File: src/rtl/trojan_trigger_gen.sv
// rtl/trojan_trigger_gen.sv - qualified-event counter that raises a trigger at a threshold
// Optional fire_cnt output when TROJAN_FIRE_CNT_EN is defined.
module trojan_trigger_gen #(
    parameter int                SEL_W     = 4,
    parameter int                CNT_W     = 13,
    parameter int                THRESH    = 4096,
    parameter logic [SEL_W-1:0]  INC_MASK  = 4'b1100,
    parameter logic [SEL_W-1:0]  CLR_MASK  = 4'b1111,
    parameter logic [SEL_W-1:0]  CLR_VAL   = 4'b1101,
    parameter bit                STICKY    = 1'b1,
    parameter int                PULSE_LEN = 4
) (
    input  logic             clk,
    input  logic             rst,
    input  logic             en,
    input  logic [SEL_W-1:0] sel,
    output logic             trigger,
    output logic [CNT_W-1:0] count,
    output logic             armed
`ifdef TROJAN_FIRE_CNT_EN
    ,
    output logic [7:0]       fire_cnt
`endif
);

    localparam int PW = $clog2(PULSE_LEN + 1);
    localparam logic [CNT_W-1:0] THRESH_C = CNT_W'(THRESH);
    localparam logic [PW-1:0]    PULSE_C  = PW'(PULSE_LEN);

    // Count must reach THRESH without wrapping.
    if (THRESH < 1 || THRESH > ((1 << CNT_W) - 1)) begin : g_bad_thresh
        $error("trojan_trigger_gen: THRESH must be in 1 .. 2**CNT_W-1");
    end
    if (PULSE_LEN < 1) begin : g_bad_pulse
        $error("trojan_trigger_gen: PULSE_LEN must be >= 1");
    end

    typedef enum logic [1:0] {
        IDLE  = 2'd0,
        COUNT = 2'd1,
        FIRED = 2'd2
    } state_t;

    state_t           r_state;
    state_t           w_state_nxt;
    logic [CNT_W-1:0] r_count;
    logic [CNT_W-1:0] w_count_nxt;
    logic [CNT_W-1:0] w_count_inc;
    logic [PW-1:0]    r_pulse;
    logic [PW-1:0]    w_pulse_nxt;
    logic             r_trigger;
    logic             r_armed;
    logic             w_inc;
    logic             w_clr;

    assign w_inc       = (sel & INC_MASK) != '0;
    assign w_clr       = (sel & CLR_MASK) == CLR_VAL;
    assign w_count_inc = r_count + CNT_W'(1);

    always_comb begin
        w_state_nxt = r_state;
        w_count_nxt = r_count;
        w_pulse_nxt = r_pulse;
        case (r_state)
            IDLE: begin
                w_count_nxt = '0;
                if (en) begin
                    w_state_nxt = COUNT;
                end
            end
            COUNT: begin
                if (en) begin
                    if (w_clr) begin
                        w_count_nxt = '0;
                    end else if (w_inc) begin
                        w_count_nxt = w_count_inc;
                        if (w_count_inc == THRESH_C) begin
                            w_state_nxt = FIRED;
                            w_pulse_nxt = PULSE_C;
                        end
                    end
                end
            end
            FIRED: begin
                // Pulse counter holds the remaining high cycles, including the current one.
                if (!STICKY) begin
                    if (r_pulse <= PW'(1)) begin
                        w_state_nxt = COUNT;
                        w_count_nxt = '0;
                        w_pulse_nxt = '0;
                    end else begin
                        w_pulse_nxt = r_pulse - PW'(1);
                    end
                end
            end
            default: begin
                w_state_nxt = IDLE;
                w_count_nxt = '0;
                w_pulse_nxt = '0;
            end
        endcase
    end

    always_ff @(posedge clk) begin
        if (rst) begin
            r_state   <= IDLE;
            r_count   <= '0;
            r_pulse   <= '0;
            r_trigger <= 1'b0;
            r_armed   <= 1'b0;
        end else begin
            r_state   <= w_state_nxt;
            r_count   <= w_count_nxt;
            r_pulse   <= w_pulse_nxt;
            r_trigger <= (w_state_nxt == FIRED);
            r_armed   <= (w_state_nxt == COUNT);
        end
    end

    assign trigger = r_trigger;
    assign count   = r_count;
    assign armed   = r_armed;

`ifdef TROJAN_FIRE_CNT_EN
    logic [7:0] r_fire_cnt;

    always_ff @(posedge clk) begin
        if (rst) begin
            r_fire_cnt <= '0;
        end else if (w_state_nxt == FIRED && r_state != FIRED && r_fire_cnt != 8'hFF) begin
            r_fire_cnt <= r_fire_cnt + 8'd1;
        end
    end

    assign fire_cnt = r_fire_cnt;
`endif

endmodule

File: config.mk
export PLATFORM = sky130hd
export DESIGN_NAME = trojan_trigger_gen
export DESIGN_NICKNAME = d
export VERILOG_FILES = /design/src/rtl/trojan_trigger_gen.sv
export SDC_FILE = /design/constraint.sdc
export NUM_CORES = 1
export LEC_CHECK = 0
export CELL_PAD_IN_SITES_DETAIL_PLACEMENT = 1
export CELL_PAD_IN_SITES_GLOBAL_PLACEMENT = 1
export CORE_MARGIN = 2
export CORE_UTILIZATION = 38
export CTS_CLUSTER_SIZE = 20
export DETAILED_ROUTE_END_ITERATION = 16
export GPL_TIMING_DRIVEN = 0
export PLACE_DENSITY = 0.91
export RECOVER_POWER = 100
export SYNTH_ARGS = -nofsm -noshare
export SYNTH_HDL_FRONTEND = slang
export SYNTH_SLANG_ARGS = --single-unit
File: constraint.sdc
create_clock -name clk -period 3.5 [get_ports clk]
set_input_delay 0.7 -clock clk [delete_from_list [all_inputs] [get_ports clk]]
set_output_delay 0.7 -clock clk [all_outputs]
set_load 0.02 [all_outputs]
Yosys cells after proc, flatten, opt, wreduce, memory -nomap -nowiden
Index checks and enable logic that the tools add are counted.
{"block": "word_totals", "reg_bits": 17, "input_bits": 7, "out_inout_bits": 15, "elab_cells": 27}
{"block": "classes", "add_sub_neg": 1, "n_eq_ne": 8, "muxes": 10, "n_bitwise": 1, "reduce_logical": 3}
{"operator": "$mux 13", "n": 3}
{"operator": "$pmux 13 s2", "n": 1}
{"operator": "$add 13x1->13 const B", "n": 1}
{"operator": "$eq 13x13->1 const B", "n": 1}
{"operator": "$mux 2", "n": 5}
{"operator": "$pmux 2 s3", "n": 1}
{"operator": "$eq 2x1->1 const B", "n": 2}
{"operator": "$eq 2x2->1 const B", "n": 2}
{"operator": "$eq 4x4->1 const B", "n": 1}
{"operator": "$reduce_bool 4->1", "n": 1}
{"operator": "$ne 3x3->1 const B", "n": 1}
{"operator": "$reduce_and 3->1", "n": 1}
{"operator": "$logic_not 2->1", "n": 1}
{"operator": "$ne 2x2->1 const B", "n": 1}
{"operator": "$not 1->1", "n": 1}

Logic depth before layout (Yosys ltp)
{"block": "logic_depth", "ltp_word": 8, "depth_mapped": 6}

Worst setup path after synthesis
OpenSTA, ideal clock, no wires.
{"block": "synth_timing", "path_type": "register to register", "startpoint": "reg r_count[0], in the netlist count[0]", "endpoint": "reg r_state[1]", "setup_ns": 0.070, "arrival_ns": 2.006, "slack_ns": 1.423, "path_stages_with_launch": 7, "path_buffers": 0, "path_cell_list": "dfxtp_1 -> ha_1 -> and3_2 -> nand4_1 -> a221o_1 -> or4_1 -> a21oi_1"}
{"block": "synth_between", "elab_chain_len": 7}
{"element": "from (decl)", "line_no": "46", "source": "logic [CNT_W-1:0] r_count;"}
{"element": "from (signal assigned)", "line_no": "113", "source": "r_count <= w_count_nxt;"}
{"element": "$add 13x1->13", "line_no": "58", "source": "assign w_count_inc = r_count + CNT_W'(1);"}
{"element": "$eq 13x13->1", "line_no": "77", "source": "if (w_count_inc == THRESH_C) begin"}
{"element": "$mux 2", "line_no": "77"}
{"element": "$mux 2", "line_no": "75", "source": "end else if (w_inc) begin"}
{"element": "$mux 2", "line_no": "73", "source": "if (w_clr) begin"}
{"element": "$mux 2", "line_no": "72", "source": "if (en) begin"}
{"element": "$pmux 2 s3", "line_no": "64", "source": "case (r_state)"}
{"element": "to (signal assigned)", "line_no": "112", "source": "r_state <= w_state_nxt;"}
{"element": "to (decl)", "line_no": "44", "source": "state_t r_state;"}
Every way passes these cells.
A chain may end at the register's enable or synchronous reset.

Final worst setup path
{"block": "layout_timing", "startpoint": "reg r_count[0], in the netlist count[0]", "endpoint": "reg r_state[0]"}
The elaborated chain is that of the path after synthesis.

==> impl_metrics.tcl <==
set metrics [dict create \
    outcome "finished, final reports clean" \
    ys_types 37 \
    clock.fmax_mhz 387 \
    seq_area_frac_synth_pct 33.8 \
    dp_hpwl_um 2250 \
    layout_common_cells "dfxtp_1 (17), dlygate4sd3_1 (17), a21oi_1 (14), nor2_1 (13)" \
    reg2reg_to "r_state[0]$_SDFF_PP0_" \
    start_util_pct 40.3 \
    track_usage_pct 20.7 \
    dieHeight_um 55.5 \
    rsz0062_at_grt "false" \
    synth_mux_area_share_pct 0 \
    antenna_found_initial 0 \
    grt_pass1_vias 1096 \
    final_cells 187 \
    cts_tree "built" \
    drive_gt1_share_pct 6.37 \
    ff2ff_path_depth 6 \
    cts.sinks 17 \
    num_io_pins 22 \
    yosysWarnings 0 \
    slew_violations 0 \
    clk_path_buf_depth 2 \
    drc 0 \
    gp_congestion 0.794 \
    grt_pass1_wl_um 5130 \
    diodes 0 \
    dr_total_vias 1098 \
    reg2reg_slack_ns 0.91 \
    grt_max_degree 11 \
    syn_area_per_cell_um2 7.57 \
    firstDrtPassIters 4 \
    ys_async_sr_fraction_pct 0 \
    placed_cells 183 \
    hold_class "flip-flop to flip-flop" \
    path_max_fanout 8 \
    cp.required_ns 3.67 \
    finalSetupViolations 0 \
    synth_compound_area_share_pct 24.0 \
    fin_setup_tns_ns 0 \
    dr.first_iter.drc_count 18 \
    startpoint_type "flip-flop" \
    yosys.area_share.simple_pct 34.3 \
    synthFlopType "dfxtp_1" \
    viasPerCell 5.87 \
    cp_data_arrival_time_ns 2.76 \
    synth_top_family_by_area "simple AND/OR/NAND/NOR gates" \
    vdd_drop_max_mv 0.148 \
    wl_um 2980 \
    placementRows 18 \
    path_clk_slew_ns 0.12 \
    mappedNetlistArea_mm2 0.00101 \
    max-slew-margin-rel_pct 67.3 \
    worst_slew_pin_slew_ns 0.490 \
    fillers 334 \
    finalCritPeriodShare_pct 73.9 \
    crit_type "flip-flop to flip-flop" \
    cts-buffers-inserted 3 \
    htree_levels 1 \
    cts_setup_buffers 0 \
    nNetsFinal 166 \
    hold_viol_final 0 \
    die_area_mm2 0.00308 \
    cts_root_buf "clkbuf_4" \
    crit_path_start "count[0]$_SDFFE_PP0P_" \
    wire_per_inst_um 15.9 \
    synth_nets 141 \
    synth_fa_ha_area_share_pct 1.24 \
    area_growth_pct 24.8 \
    r2r-start "count[0]$_SDFFE_PP0P_" \
    die_w_um 55.5 \
    endpoint_kind "flip-flop" \
    antenna_left 0 \
    overflow 0 \
    power_density_mw_per_mm2 272 \
    period_minus_slack_ns 2.59 \
    p_leak_nw 0.464 \
    dpl_cell_area_mm2 0.00124 \
    clk_latency_ns 0.30 \
    post-route-util_pct 50.3 \
    synth_xor_area_share_pct 1.74 \
    max_cap_viol_count 0 \
    clock_skew_ns 0.0126 \
    holdWs_ns 0.543 \
    holdBufCountCts 0 \
    ys_ff_latch 17 \
    cts_resized 0 \
    stdcell_area_mm2 0.00126 \
    io_buffers 20 \
    core-area_mm2 0.00250 \
    synth-edff-count 0 \
    crit_end "r_state[0]$_SDFF_PP0_" \
    syn_inst 133 \
]
==> state kept, by name, indices dropped and copies added (netlist names) <==
| name | flops |
|---|---|
| armed | 1 |
| trigger | 1 |
| count | 13 |
| r_state | 2 |
==> logic make-up (layout without fill, tap and decap cells) <==
family | after synthesis | count (layout)
compound gates | 39 | 39
xor+xnor | 2 | 2
fa+ha+maj | 1 | 1
buf+inv | 12 | 36
flops | 17 | 17
simple gates | 62 | 62
==> through the flow <==
step	total power, mW	worst slack (ns)
after detailed placement	0.237	0.878
after CTS	0.347	1.12
final	0.342	0.913
after global placement	0.235	0.949
after global routing	0.361	0.659
after floorplan	0.221	1.42
==> layer usage <==
layer  global-route usage [%]  vias up  share of wire, %
li1                         -      547                 -
met1                     26.5      528                45
met2                     35.5       18                51
met3                     3.51        5               2.6
met4                     5.57        0               1.2
met5                        0        -                 0
==> how the worst min path moves through the flow <==
stage                                startpoint                     to  slack (ns)  cells after the start
after global placement    r_state[1]$_SDFF_PP0_  r_state[0]$_SDFF_PP0_        0.48                      1
after detailed placement  r_state[1]$_SDFF_PP0_       armed$_SDFF_PP0_        0.50                      1
final                     r_state[1]$_SDFF_PP0_       armed$_SDFF_PP0_        0.54                      1
after floorplan           r_state[1]$_SDFF_PP0_       armed$_SDFF_PP0_        0.46                      1
after CTS                 r_state[1]$_SDFF_PP0_       armed$_SDFF_PP0_        0.53                      1
after global routing      r_state[1]$_SDFF_PP0_       armed$_SDFF_PP0_        0.56                      1
==> report_power, final <==
group          internal, mW  switching, mW  total (mW)
Sequential            0.196        0.00224       0.198
Clock                0.0426         0.0683       0.111
Combinational        0.0132         0.0203      0.0335
==> cells in the mapped netlist (2+ instances only) <==
| master | count | share of area [%] |
|---|---|---|
| dfxtp_1 | 17 | 34 |
| a21oi_1 | 14 | 7.0 |
| nor2_1 | 13 | 4.8 |
| nand2_1 | 10 | 3.7 |
| o21ai_0 | 10 | 5.0 |
| clkbuf_1 | 6 | 2.2 |
| a31oi_1 | 5 | 3.1 |
| nand3_1 | 5 | 2.5 |
| nand3b_1 | 4 | 3.0 |
| nand4_1 | 4 | 2.5 |
| nor3_1 | 4 | 2.0 |
| or3_1 | 4 | 2.5 |
| or4_1 | 4 | 3.0 |
| buf_2 | 3 | 1.5 |
| a2111oi_0 | 2 | 1.7 |
| a311oi_1 | 2 | 1.7 |
| and3_1 | 2 | 1.2 |
| nand2b_1 | 2 | 1.2 |
| nor2b_1 | 2 | 1.2 |
| nor4_1 | 2 | 1.2 |
| xnor2_1 | 2 | 1.7 |
==> area by class of cell <==
cell class              count  area [um^2]  share of cell area, %
multi-input cells         104          602                   47.9
flip-flops and latches     17          340                   27.1
repair buffers             20          200                   15.9
plain buffers              11         46.3                   3.68
well taps                  30         37.5                   2.99
clock buffers               3         22.5                   1.79
clock inverters             1         5.00                  0.398
inverters                   1         3.75                  0.299
==> worst max-delay path, stage by stage (launching register included) <==
cell,delay [ns]
dfxtp_1,0.46
ha_1,0.28
nand3_1,0.27
or3_1,0.49
a211oi_1,0.36
nor3_1,0.13
a2111oi_0,0.47
No activity file was read; power rests on OpenSTA's default activity.
